<file path="config.mk">
export PLATFORM = sky130hd
export DESIGN_NAME = mdu_hilo
export DESIGN_NICKNAME = d
export VERILOG_FILES = /design/src/rtl/mdu_hilo.sv
export SDC_FILE = /design/constraint.sdc
export NUM_CORES = 1
export LEC_CHECK = 0
export ABC_CLOCK_PERIOD_IN_PS = 7500
export CAP_MARGIN = 0
export CORE_MARGIN = 5
export CORE_UTILIZATION = 30
export CTS_BUF_LIST = sky130_fd_sc_hd__clkbuf_4 sky130_fd_sc_hd__clkbuf_8
export DETAILED_ROUTE_END_ITERATION = 6
export REMOVE_ABC_BUFFERS = 1
export SLEW_MARGIN = 20
export SYNTH_ARGS = -nofsm -noshare
export SYNTH_HDL_FRONTEND = slang
export SYNTH_SLANG_ARGS = --single-unit
export TNS_END_PERCENT = 10
</file>
<file path="constraint.sdc">
create_clock -name clk -period 7.5 [get_ports clk]
set_clock_uncertainty 0.2 [all_clocks]
set_input_delay 0.75 -clock clk [delete_from_list [all_inputs] [get_ports clk]]
set_output_delay 0.75 -clock clk [all_outputs]
set_load 0.01 [all_outputs]
</file>
<file path="src/rtl/mdu_hilo.sv">
`default_nettype none
// ============================================================================
//  Module   : mdu_hilo
//  Purpose  : HI/LO register unit. Captures multiply products, handles
//             MTHI/MTLO and runs a multi-cycle restoring DIV/DIVU.
//  Revision : 1.0  initial release
// ============================================================================
module mdu_hilo #(
  parameter int WIDTH = 32,
  parameter int CNT_W = 6
) (
  input  logic               clk,
  input  logic               reset,
  input  logic               op_valid,
  input  logic [2:0]         op,
  input  logic [WIDTH-1:0]   a,
  input  logic [WIDTH-1:0]   b,
  input  logic [2*WIDTH-1:0] product,
  output logic [WIDTH-1:0]   hi,
  output logic [WIDTH-1:0]   lo,
  output logic               busy,
  output logic               done
);

  localparam logic [2:0]       c_OP_MUL_WB = 3'b001;
  localparam logic [2:0]       c_OP_MTHI   = 3'b010;
  localparam logic [2:0]       c_OP_MTLO   = 3'b011;
  localparam logic [2:0]       c_OP_DIV    = 3'b100;
  localparam logic [2:0]       c_OP_DIVU   = 3'b101;
  localparam logic [CNT_W-1:0] c_CNT_INIT  = CNT_W'(WIDTH);
  localparam logic [CNT_W-1:0] c_CNT_ONE   = CNT_W'(1);

  typedef enum logic [1:0] {
    S_IDLE = 2'd0,
    S_DIV  = 2'd1,
    S_FIX  = 2'd2
  } state_t;

  state_t             r_state;
  state_t             w_next;
  logic [CNT_W-1:0]   r_cnt;
  logic [WIDTH-1:0]   r_rem;
  logic [WIDTH-1:0]   r_quo;
  logic [WIDTH-1:0]   r_div;
  logic               r_neg_q;
  logic               r_neg_r;
  logic               r_dbz;
  logic [WIDTH-1:0]   r_hi;
  logic [WIDTH-1:0]   r_lo;
  logic               r_done;

  logic               w_accept;
  logic               w_is_div;
  logic               w_b_zero;
  logic               w_a_neg;
  logic               w_b_neg;
  logic [WIDTH-1:0]   w_a_mag;
  logic [WIDTH-1:0]   w_b_mag;
  logic [WIDTH:0]     w_rem_sh;
  logic [WIDTH-1:0]   w_trial;
  logic               w_ge;

  assign w_accept = op_valid && (r_state == S_IDLE);
  assign w_is_div = (op == c_OP_DIV) || (op == c_OP_DIVU);
  assign w_b_zero = (b == '0);
  assign w_a_neg  = (op == c_OP_DIV) && a[WIDTH-1];
  assign w_b_neg  = (op == c_OP_DIV) && b[WIDTH-1];
  assign w_a_mag  = w_a_neg ? (~a + 1'b1) : a;
  assign w_b_mag  = w_b_neg ? (~b + 1'b1) : b;

  // Shifted remainder is WIDTH+1 bits wide, so the compare never wraps; when it
  // succeeds the difference is below the divisor and fits in WIDTH bits.
  assign w_rem_sh = {r_rem, r_quo[WIDTH-1]};
  assign w_ge     = (w_rem_sh >= {1'b0, r_div});
  assign w_trial  = w_rem_sh[WIDTH-1:0] - r_div;

  always_ff @(posedge clk or posedge reset) begin
    if (reset) begin
      r_state <= S_IDLE;
    end else begin
      r_state <= w_next;
    end
  end

  always_comb begin
    w_next = r_state;
    case (r_state)
      S_IDLE: begin
        if (w_accept && w_is_div) begin
          w_next = w_b_zero ? S_FIX : S_DIV;
        end
      end
      S_DIV: begin
        if (r_cnt == c_CNT_ONE) begin
          w_next = S_FIX;
        end
      end
      S_FIX:   w_next = S_IDLE;
      default: w_next = S_IDLE;
    endcase
  end

  always_ff @(posedge clk or posedge reset) begin
    if (reset) begin
      r_cnt   <= '0;
      r_rem   <= '0;
      r_quo   <= '0;
      r_div   <= '0;
      r_neg_q <= 1'b0;
      r_neg_r <= 1'b0;
      r_dbz   <= 1'b0;
      r_hi    <= '0;
      r_lo    <= '0;
      r_done  <= 1'b0;
    end else begin
      r_done <= 1'b0;
      case (r_state)
        S_IDLE: begin
          if (w_accept) begin
            case (op)
              c_OP_MUL_WB: begin
                r_hi <= product[2*WIDTH-1:WIDTH];
                r_lo <= product[WIDTH-1:0];
              end
              c_OP_MTHI: r_hi <= a;
              c_OP_MTLO: r_lo <= a;
              c_OP_DIV, c_OP_DIVU: begin
                // On divide-by-zero the raw dividend rides in r_quo to reach HI.
                r_quo   <= w_b_zero ? a : w_a_mag;
                r_div   <= w_b_mag;
                r_rem   <= '0;
                r_cnt   <= c_CNT_INIT;
                r_neg_q <= w_a_neg ^ w_b_neg;
                r_neg_r <= w_a_neg;
                r_dbz   <= w_b_zero;
              end
              default: ;
            endcase
          end
        end
        S_DIV: begin
          r_rem <= w_ge ? w_trial : w_rem_sh[WIDTH-1:0];
          r_quo <= {r_quo[WIDTH-2:0], w_ge};
          r_cnt <= r_cnt - c_CNT_ONE;
        end
        S_FIX: begin
          r_done <= 1'b1;
          if (r_dbz) begin
            r_hi <= r_quo;
            r_lo <= '1;
          end else begin
            r_lo <= r_neg_q ? (~r_quo + 1'b1) : r_quo;
            r_hi <= r_neg_r ? (~r_rem + 1'b1) : r_rem;
          end
        end
        default: ;
      endcase
    end
  end

  assign hi   = r_hi;
  assign lo   = r_lo;
  assign busy = (r_state != S_IDLE);
  assign done = r_done;

endmodule
`default_nettype wire

</file>
==> summary.md, run 1 <==
| Metric | Value |
|---|---|
| Adder-cell share of the synthesized area | 0.0391 |
| GR Util met2 | 0.285 |
| Met1 GRT Util | 0.238 |
| Transition at the pin with the smallest max-transition slack | 1.08 ns |
| WL/cell | 18.5 um |
| Met3 Use GR | 0.0238 |
| Placer Congestion | 0.885 |
| Max_cap viols | 0 |
| Simple-gate portion of the synthesized area | 0.151 |
| Count of cells along the worst register-to-register path | 10 |
| Cell row count | 75 |
| Area growth from synthesis to layout | 22.2% |
| Top area cells in the synthesized netlist | sky130_fd_sc_hd__dfrtp_1 (34%), sky130_fd_sc_hd__o21ai_0 (7.5%), sky130_fd_sc_hd__xor2_1 (7.1%), sky130_fd_sc_hd__mux2i_1 (6.6%), sky130_fd_sc_hd__nand2_1 (5.4%) |
| Width of the die | 215 um |
| Share of final-layout standard cells stronger than drive strength 1 | 0.0434 |
| CTS Root Buffer Type | sky130_fd_sc_hd__clkbuf_8 |
| Antenna violations before repair | 0 |
| Post-synthesis mux area share | 0.0656 |
| CTS tree | done |
| Number of buffers and inverters on the critical path | 2 |
| Final antenna diode count | 0 |
| Cell count after synthesis | 1,518 |
| First drt pass iteration count | 5 |
| Beginning of the worst hold path | lo[25] |
| Top-level I/O count | 200 |
| Post-synthesis cell area | 12,700 sq um |
| Number of global-route vias before repair | 11,274 |
| Final setup violating endpoints | 0 |
| DRC violation total after the first TritonRoute iteration | 731 |
| Post-CTS Resized | 0 |
| Hold Vio Cnt, Final | 0 |
| Type of the worst setup path | in -> reg |
| WHS Path Cells | 1 |
| Area share of the largest cell type after synthesis | 0.340 |
| Reg area | 4310 sq um |
| Final-layout setup total negative slack | 0 ns |
| Compound-gate portion of the synthesized area | 0.254 |
| DP Wirelength | 30,700 um |
| Number of vias per cell after detailed routing | 5.26 |
| Launch instance of the worst register-to-register path | r_rem[26] |
| Deepest clock path buffer count | 2 |
| Async set-reset flop share out of synthesis | 1.00 |
| CP startpoint kind | primary input |
| Mean Syn Cell Area | 8.34 sq um |
| Area occupied by multi-input gates | 7750 sq um |
| Post-route DRC violation count | 0 |
| Crit. Startpoint | b[0] |
| Cts bufs inserted | 17 |
| Master of the slowest instance on the critical path | sky130_fd_sc_hd__nor4b_1 |
| Top cell family by delay on the critical path | simple AND/OR/NAND/NOR gates |
| Run status | finished clean |
| Largest vdd supply drop | 0.000150 V |
| Peak per-stage delay on the critical path | 0.91 ns |
| Post-CTS Hold Buffers | 0 |
| Vert. Die Dim | 215 um |
| Final layout net count | 1,820 |
| Total global routing track utilization | 0.170 |
| Final worst path period share | 0.591 |
| Kind of end point of the critical path | flop |
| H-Tree Depth | 4 |
| Number of enable flip-flop cells after synthesis | 0 |
| Die Area | 46,400 sq um |
| Area inside the core boundary | 41,900 sq um |
| Final worst path period need | 4.43 ns |
| Clk sink count | 172 |
| Aggregate global routing overflow | 0 |
| Total count of max-transition violations in the final report | 0 |
| Signal arrival time at the worst endpoint | 4.57 ns |
| Worst-path maximum fanout | 29 |
| Worst hold slack after final layout | 0.284 ns |
| Relative max-transition margin | 0.269 |
| GRT busiest layer | met2 |
| Fill cell instance count of the final layout | 4,306 |
| Total power per unit cell area | 413 nW/um^2 |
| Largest net degree at the start of global routing | 77 |
| Post-route design area | 15,500 sq um |
| Most numerous cell in the Yosys netlist | sky130_fd_sc_hd__o21ai_0 |
| Post-detailed-route count of antenna-violating nets | 0 |
| Prevailing post-synth register cell | sky130_fd_sc_hd__dfrtp_1 |
| Critical path cell sequence | clkdlybuf4s50_1 > inv_1 > ha_1 > nand2_1 > nor4b_1 > nand4_1 > nor4_2 > nor2_4 > o21ai_0 > xor2_1 > o21ai_0 |
| Final wirelength | 40,600 um |
| Number of buffers added on ports | 199 |
| Placed Instance Area | 15,000 sq um |
| Core utilization of the finished layout | 0.370 |
| Initial core utilization | 0.303 |
| Number of cells on the critical path | 11 |
| Cell repeated most along the worst path | sky130_fd_sc_hd__o21ai_0 |
| Part of the Yosys area used for sequential elements | 0.340 |
| Global-route wire length before repair | 64,600 um |
| Required time of the critical path | 7.64 ns |
| Worst-skew pair later-pin latency | 0.48 ns |
| Count of cell types in the netlist | 69 |
| Synth Register Bits | 172 |
| Pleak | 0.00649 uW |
| Synthesis warning total | 0 |
| Parity-gate share of the synthesized area counting xor and xnor cells | 0.0996 |
| Achievable frequency | 0.226 GHz |
| Most area-hungry cell type in the Yosys netlist | sky130_fd_sc_hd__dfrtp_1 |
| Vias | 11,556 |
| Clock slew at reported path FFs | 0.10 ns |
| Combinational family with the most area after synthesis | compound AO/OA/AOI/OAI gates |
| Most used standard cells in the synthesized netlist | sky130_fd_sc_hd__o21ai_0 (189), sky130_fd_sc_hd__nand2_1 (181), sky130_fd_sc_hd__dfrtp_1 (172) |
| Setup Buffers After CTS | 0 |
| Min-Delay Path Class | reg -> reg |
| Unrepaired setup endpoints after global routing | no |
metal layers:
layer,wire length (um),share of wire
met1,19400,0.48
met2,19100,0.47
met3,1650,0.041
met4,479,0.012
met5,0,0
power breakdown:
group          switching, uW  internal [uW]  total (uW)
sequential               505           1380        1880
combinational           2090           1700        3790
clock                    384            340         724
metrics by stage:
step	worst slack (ns)	total power, uW	instances
2_1_floorplan	1.89	4340	1415
3_3_place_gp	2.66	5650	2167
3_5_place_dp	2.54	5680	2167
4_1_cts	3.06	6430	2199
5_1_grt	2.88	6960	2199
6_report	3.07	6400	2199
final timing paths:
check | slack (ns) | end
max in group asynchronous | 5.22 | r_quo[18]
min in group asynchronous | 0.57 | lo[0]
hold / removal | 0.28 | lo[25]
setup reg to reg | 3.34 | r_rem[19]
hold reg to reg | 0.28 | lo[25]
setup / recovery | 3.07 | r_quo[20]
sequential cells by signal (all words and copies together), names as in the netlist:
| name | cells |
|---|---|
| done | 1 |
| hi | 32 |
| lo | 32 |
| r_cnt | 6 |
| r_dbz | 1 |
| r_div | 32 |
| r_neg_q | 1 |
| r_neg_r | 1 |
| r_quo | 32 |
| r_rem | 32 |
| r_state | 2 |
cell usage in the layout, fill, tap and decap left out, drive strengths merged, types with 16 or more instances in the layout:
cell type and n:
a21o 55, a21oi 101, a221oi 31, a22oi 31, clkbuf 18, clkdlybuf4s50 199, dfrtp 172, ha 38
inv 63, mux2i 83, nand2 181, nand3 42, nor2 65, nor3 16, o21ai 192, o31ai 35
or3 20, xnor2 42, xor2 102
cell families after synthesis:
| kind of cell | Yosys count |
|---|---|
| AND/OR/NAND/NOR | 406 |
| XOR/XNOR | 144 |
| adder cells (fa/ha/maj) | 39 |
| multiplexers | 83 |
| AO/OA/AOI/OAI | 513 |
| buffers and inverters | 161 |
| flip-flops | 172 |
layout make-up:
type / instances / share of cell area
Clock buffer: 18 / 0.0156
Clock inverter: 14 / 0.0117
Inverter: 58 / 0.0144
Multi-Input combinational cell: 1185 / 0.501
Sequential cell: 172 / 0.278
Tap cell: 539 / 0.0436
Timing Repair Buffer: 213 / 0.135
Power figures use the tool's default switching activity.
==> run 2, diff against run 1 <==
ABC_CLOCK_PERIOD_IN_PS = 4300   (was 7500)
clock period = 4.3 ns   (was 7.5 ns; I/O delays follow)
==> run 2 against run 1 <==
  * Cell count up 0.73%
  * Utilization grew 0.30 points
  * First-iteration DRC count increased by 21%
  * Critical path type is now reg -> reg
  * Critical endpoint is now r_rem[28]
  * Largest cell class unchanged
==> summary.md, run 2 (synthesis gave the netlist of run 1 again) <==
| Metric | Value |
|---|---|
| Worst hold slack after final layout | 0.252 ns (was 0.284 ns) |
| Final-layout setup total negative slack | 0 ns (unchanged) |
| Achievable frequency | 0.274 GHz |
| Final layout net count | 1,836 (was 1,820) |
| Slack of the critical path | 0.647 ns (was 3.07 ns) |
| CTS tree | done (unchanged) |
| Worst slack, placed | 0.444 ns (was 2.54 ns) |
| Final worst path period share | 0.850 |
| Clock slew at reported path FFs | 0.10 ns (about the same) |
| Total global routing track utilization | 0.174 (was 0.170) |
| Required time of the critical path | 4.46 ns (was 7.64 ns) |
| Final worst path period need | 3.65 ns |
| Number of vias per cell after detailed routing | 5.24 (was 5.26) |
| Hold Vio Cnt, Final | 0 (unchanged) |
| Signal arrival time at the worst endpoint | 3.82 ns (was 4.57 ns) |
| Width of the die | 215 um (unchanged) |
| Final setup violating endpoints | 0 (unchanged) |
| Placer Congestion | 0.872 (was 0.885) |
| Switching share of power | 0.468 (was 0.466) |
| Internal power | 5950 uW (was 3410 uW) |
| Post-detailed-route count of antenna-violating nets | 0 (unchanged) |
| Total count of max-transition violations in the final report | 0 (unchanged) |
| GR Util met2 | 0.283 (was 0.285) |
| CTS Root Buffer Type | sky130_fd_sc_hd__clkbuf_8 (unchanged) |
| WL/cell | 18.5 um (about the same) |
| Run status | finished clean (unchanged) |
| Sequential share of power | 0.293 (was 0.294) |
| Setup Buffers After CTS | 0 (unchanged) |
| Deepest clock path buffer count | 2 (unchanged) |
| Post-route DRC violation count | 0 (unchanged) |
| Area inside the core boundary | 41,900 sq um (unchanged) |
| Vert. Die Dim | 215 um (unchanged) |
| H-Tree Depth | 4 (unchanged) |
| Placed Instance Area | 15,200 sq um (was 15,000 sq um) |
| Post-CTS Resized | 0 (unchanged) |
| Aggregate global routing overflow | 0 (unchanged) |
| GRT busiest layer | met2 (unchanged) |
| Commonest non-fill, non-tap cell in the layout | sky130_fd_sc_hd__clkdlybuf4s50_1 (unchanged) |
| Met3 Use GR | 0.0263 (was 0.0238) |
| Kind of end point of the critical path | flop (unchanged) |
| Number of global-route vias before repair | 11,490 (was 11,274) |
| Fill cell instance count of the final layout | 4,377 (was 4,306) |
| Max_cap viols | 0 (unchanged) |
| Largest vdd supply drop | 0.000271 V (was 0.000150 V) |
| Vias | 11,616 (was 11,556) |
| Worst-skew pair later-pin latency | 0.48 ns (about the same) |
| Switching power of the nets | 5250 uW (was 2980 uW) |
| Commonest cells after routing, fill and taps aside | sky130_fd_sc_hd__clkdlybuf4s50_1 (199), sky130_fd_sc_hd__o21ai_0 (189), sky130_fd_sc_hd__nand2_1 (181) (was sky130_fd_sc_hd__clkdlybuf4s50_1 (199), sky130_fd_sc_hd__o21ai_0 (189), sky130_fd_sc_hd__nand2_1 (180)) |
| DRC violation total after the first TritonRoute iteration | 881 (was 731) |
| Met1 GRT Util | 0.247 (was 0.238) |
| Die Area | 46,400 sq um (unchanged) |
| Combinational share of power | 0.600 (was 0.593) |
| Global-route wire length before repair | 66,000 um (was 64,600 um) |
| Clock Power Share | 0.106 (was 0.113) |
| Worst-path maximum fanout | 4 (was 29) |
| DP Wirelength | 31,200 um (was 30,700 um) |
| Post-CTS Hold Buffers | 0 (unchanged) |
| First drt pass iteration count | 5 (unchanged) |
| Initial core utilization | 0.303 (unchanged) |
| Share of final-layout standard cells stronger than drive strength 1 | 0.0519 (was 0.0434) |
| CP startpoint kind | flop (was primary input) |
| Final wirelength | 40,900 um (was 40,600 um) |
| Cell row count | 75 (unchanged) |
| Total power per unit cell area | 718 nW/um^2 (was 413 nW/um^2) |
| Unrepaired setup endpoints after global routing | no (unchanged) |
| Number of buffers added on ports | 199 (unchanged) |
| Post-route design area | 15,600 sq um (was 15,500 sq um) |
| Final antenna diode count | 0 (unchanged) |
| Pleak | 0.00656 uW (was 0.00649 uW) |
| Type of the worst setup path | reg -> reg (was in -> reg) |
| Transition at the pin with the smallest max-transition slack | 1.01 ns (was 1.08 ns) |
| Cts bufs inserted | 17 (unchanged) |
| Top-level I/O count | 200 (unchanged) |
| Relative max-transition margin | 0.328 (was 0.269) |
| Area growth from synthesis to layout | 23.2% (was 22.2%) |
| Antenna violations before repair | 0 (unchanged) |
| Largest net degree at the start of global routing | 79 (was 77) |
| Clk sink count | 172 (unchanged) |
| Min-Delay Path Class | in -> async (was reg -> reg) |
[run 2: changes by cell type in the layout (fill, tap and decap cells not counted), moves of 2 or more]
cell and delta:
sky130_fd_sc_hd__clkinvlp_4 +2, sky130_fd_sc_hd__inv_6 -3, sky130_fd_sc_hd__buf_4 +13, sky130_fd_sc_hd__buf_12 +3
[run 2: cell type report]
| cell class | instances | area (sq um) | area share |
|---|---|---|---|
| well taps | 539 | 674 | 0.0432 |
| inverters | 58 | 223 | 0.0143 |
| clock buffers | 19 | 255 | 0.0164 |
| flip-flops and latches | 172 | 4310 | 0.276 |
| clock inverters | 13 | 143 | 0.00914 |
| multi-input cells | 1185 | 7750 | 0.497 |
| repair buffers | 229 | 2250 | 0.144 |
[run 2: metrics by stage]
stage | total power (uW) | std cells | utilization
after floorplan | 7580 | 1415 | -
after global placement | 9930 | 2183 | 0.363
after detailed placement | 10000 | 2183 | 0.363
after CTS | 11200 | 2215 | 0.373
after global routing | 12200 | 2215 | 0.373
final | 11200 | 2215 | 0.373
[run 2: power groups by stage]
stage	Clock [uW]	Sequential, uW	Combinational (uW)
3_3_place_gp	0	3270	6670
5_1_grt	1290	3410	7490
6_report	1190	3280	6730
2_1_floorplan	0	3180	4400
4_1_cts	1230	3270	6730
3_5_place_dp	0	3300	6690
[run 2: final timing paths]
path                       slack (ns)       from        end  depth (start not counted)
max reg2reg                      0.65  r_quo[31]  r_rem[28]                         13
max                              0.65  r_quo[31]  r_rem[28]                         13
min in group clk                 0.29      lo[5]      lo[5]                          1
min                              0.25      reset      lo[0]                          2
min reg2reg                      0.29      lo[5]      lo[5]                          1
max in group asynchronous        2.76      reset      r_dbz                          3
[run 2: critical path, cell delays in order, from the launching register on]
cell and delay (ns):
sky130_fd_sc_hd__dfrtp_1 0.48, sky130_fd_sc_hd__inv_1 0.18, sky130_fd_sc_hd__ha_1 0.19, sky130_fd_sc_hd__inv_1 0.05, sky130_fd_sc_hd__fa_1 0.41, sky130_fd_sc_hd__a21oi_1 0.19
sky130_fd_sc_hd__o211ai_1 0.21, sky130_fd_sc_hd__a211oi_1 0.43, sky130_fd_sc_hd__nor4_1 0.14, sky130_fd_sc_hd__o211ai_1 0.36, sky130_fd_sc_hd__o221ai_1 0.17, sky130_fd_sc_hd__a21oi_1 0.24
sky130_fd_sc_hd__mux2i_1 0.24, sky130_fd_sc_hd__nand2_1 0.06
[run 2: layer usage]
| layer | wire, um | share of wire | up-vias |
|---|---|---|---|
| li1 | - | - | 5773 |
| met1 | 19800 | 0.48 | 5525 |
| met2 | 18900 | 0.46 | 286 |
| met3 | 1710 | 0.042 | 32 |
| met4 | 530 | 0.013 | 0 |
| met5 | 0 | 0 | - |
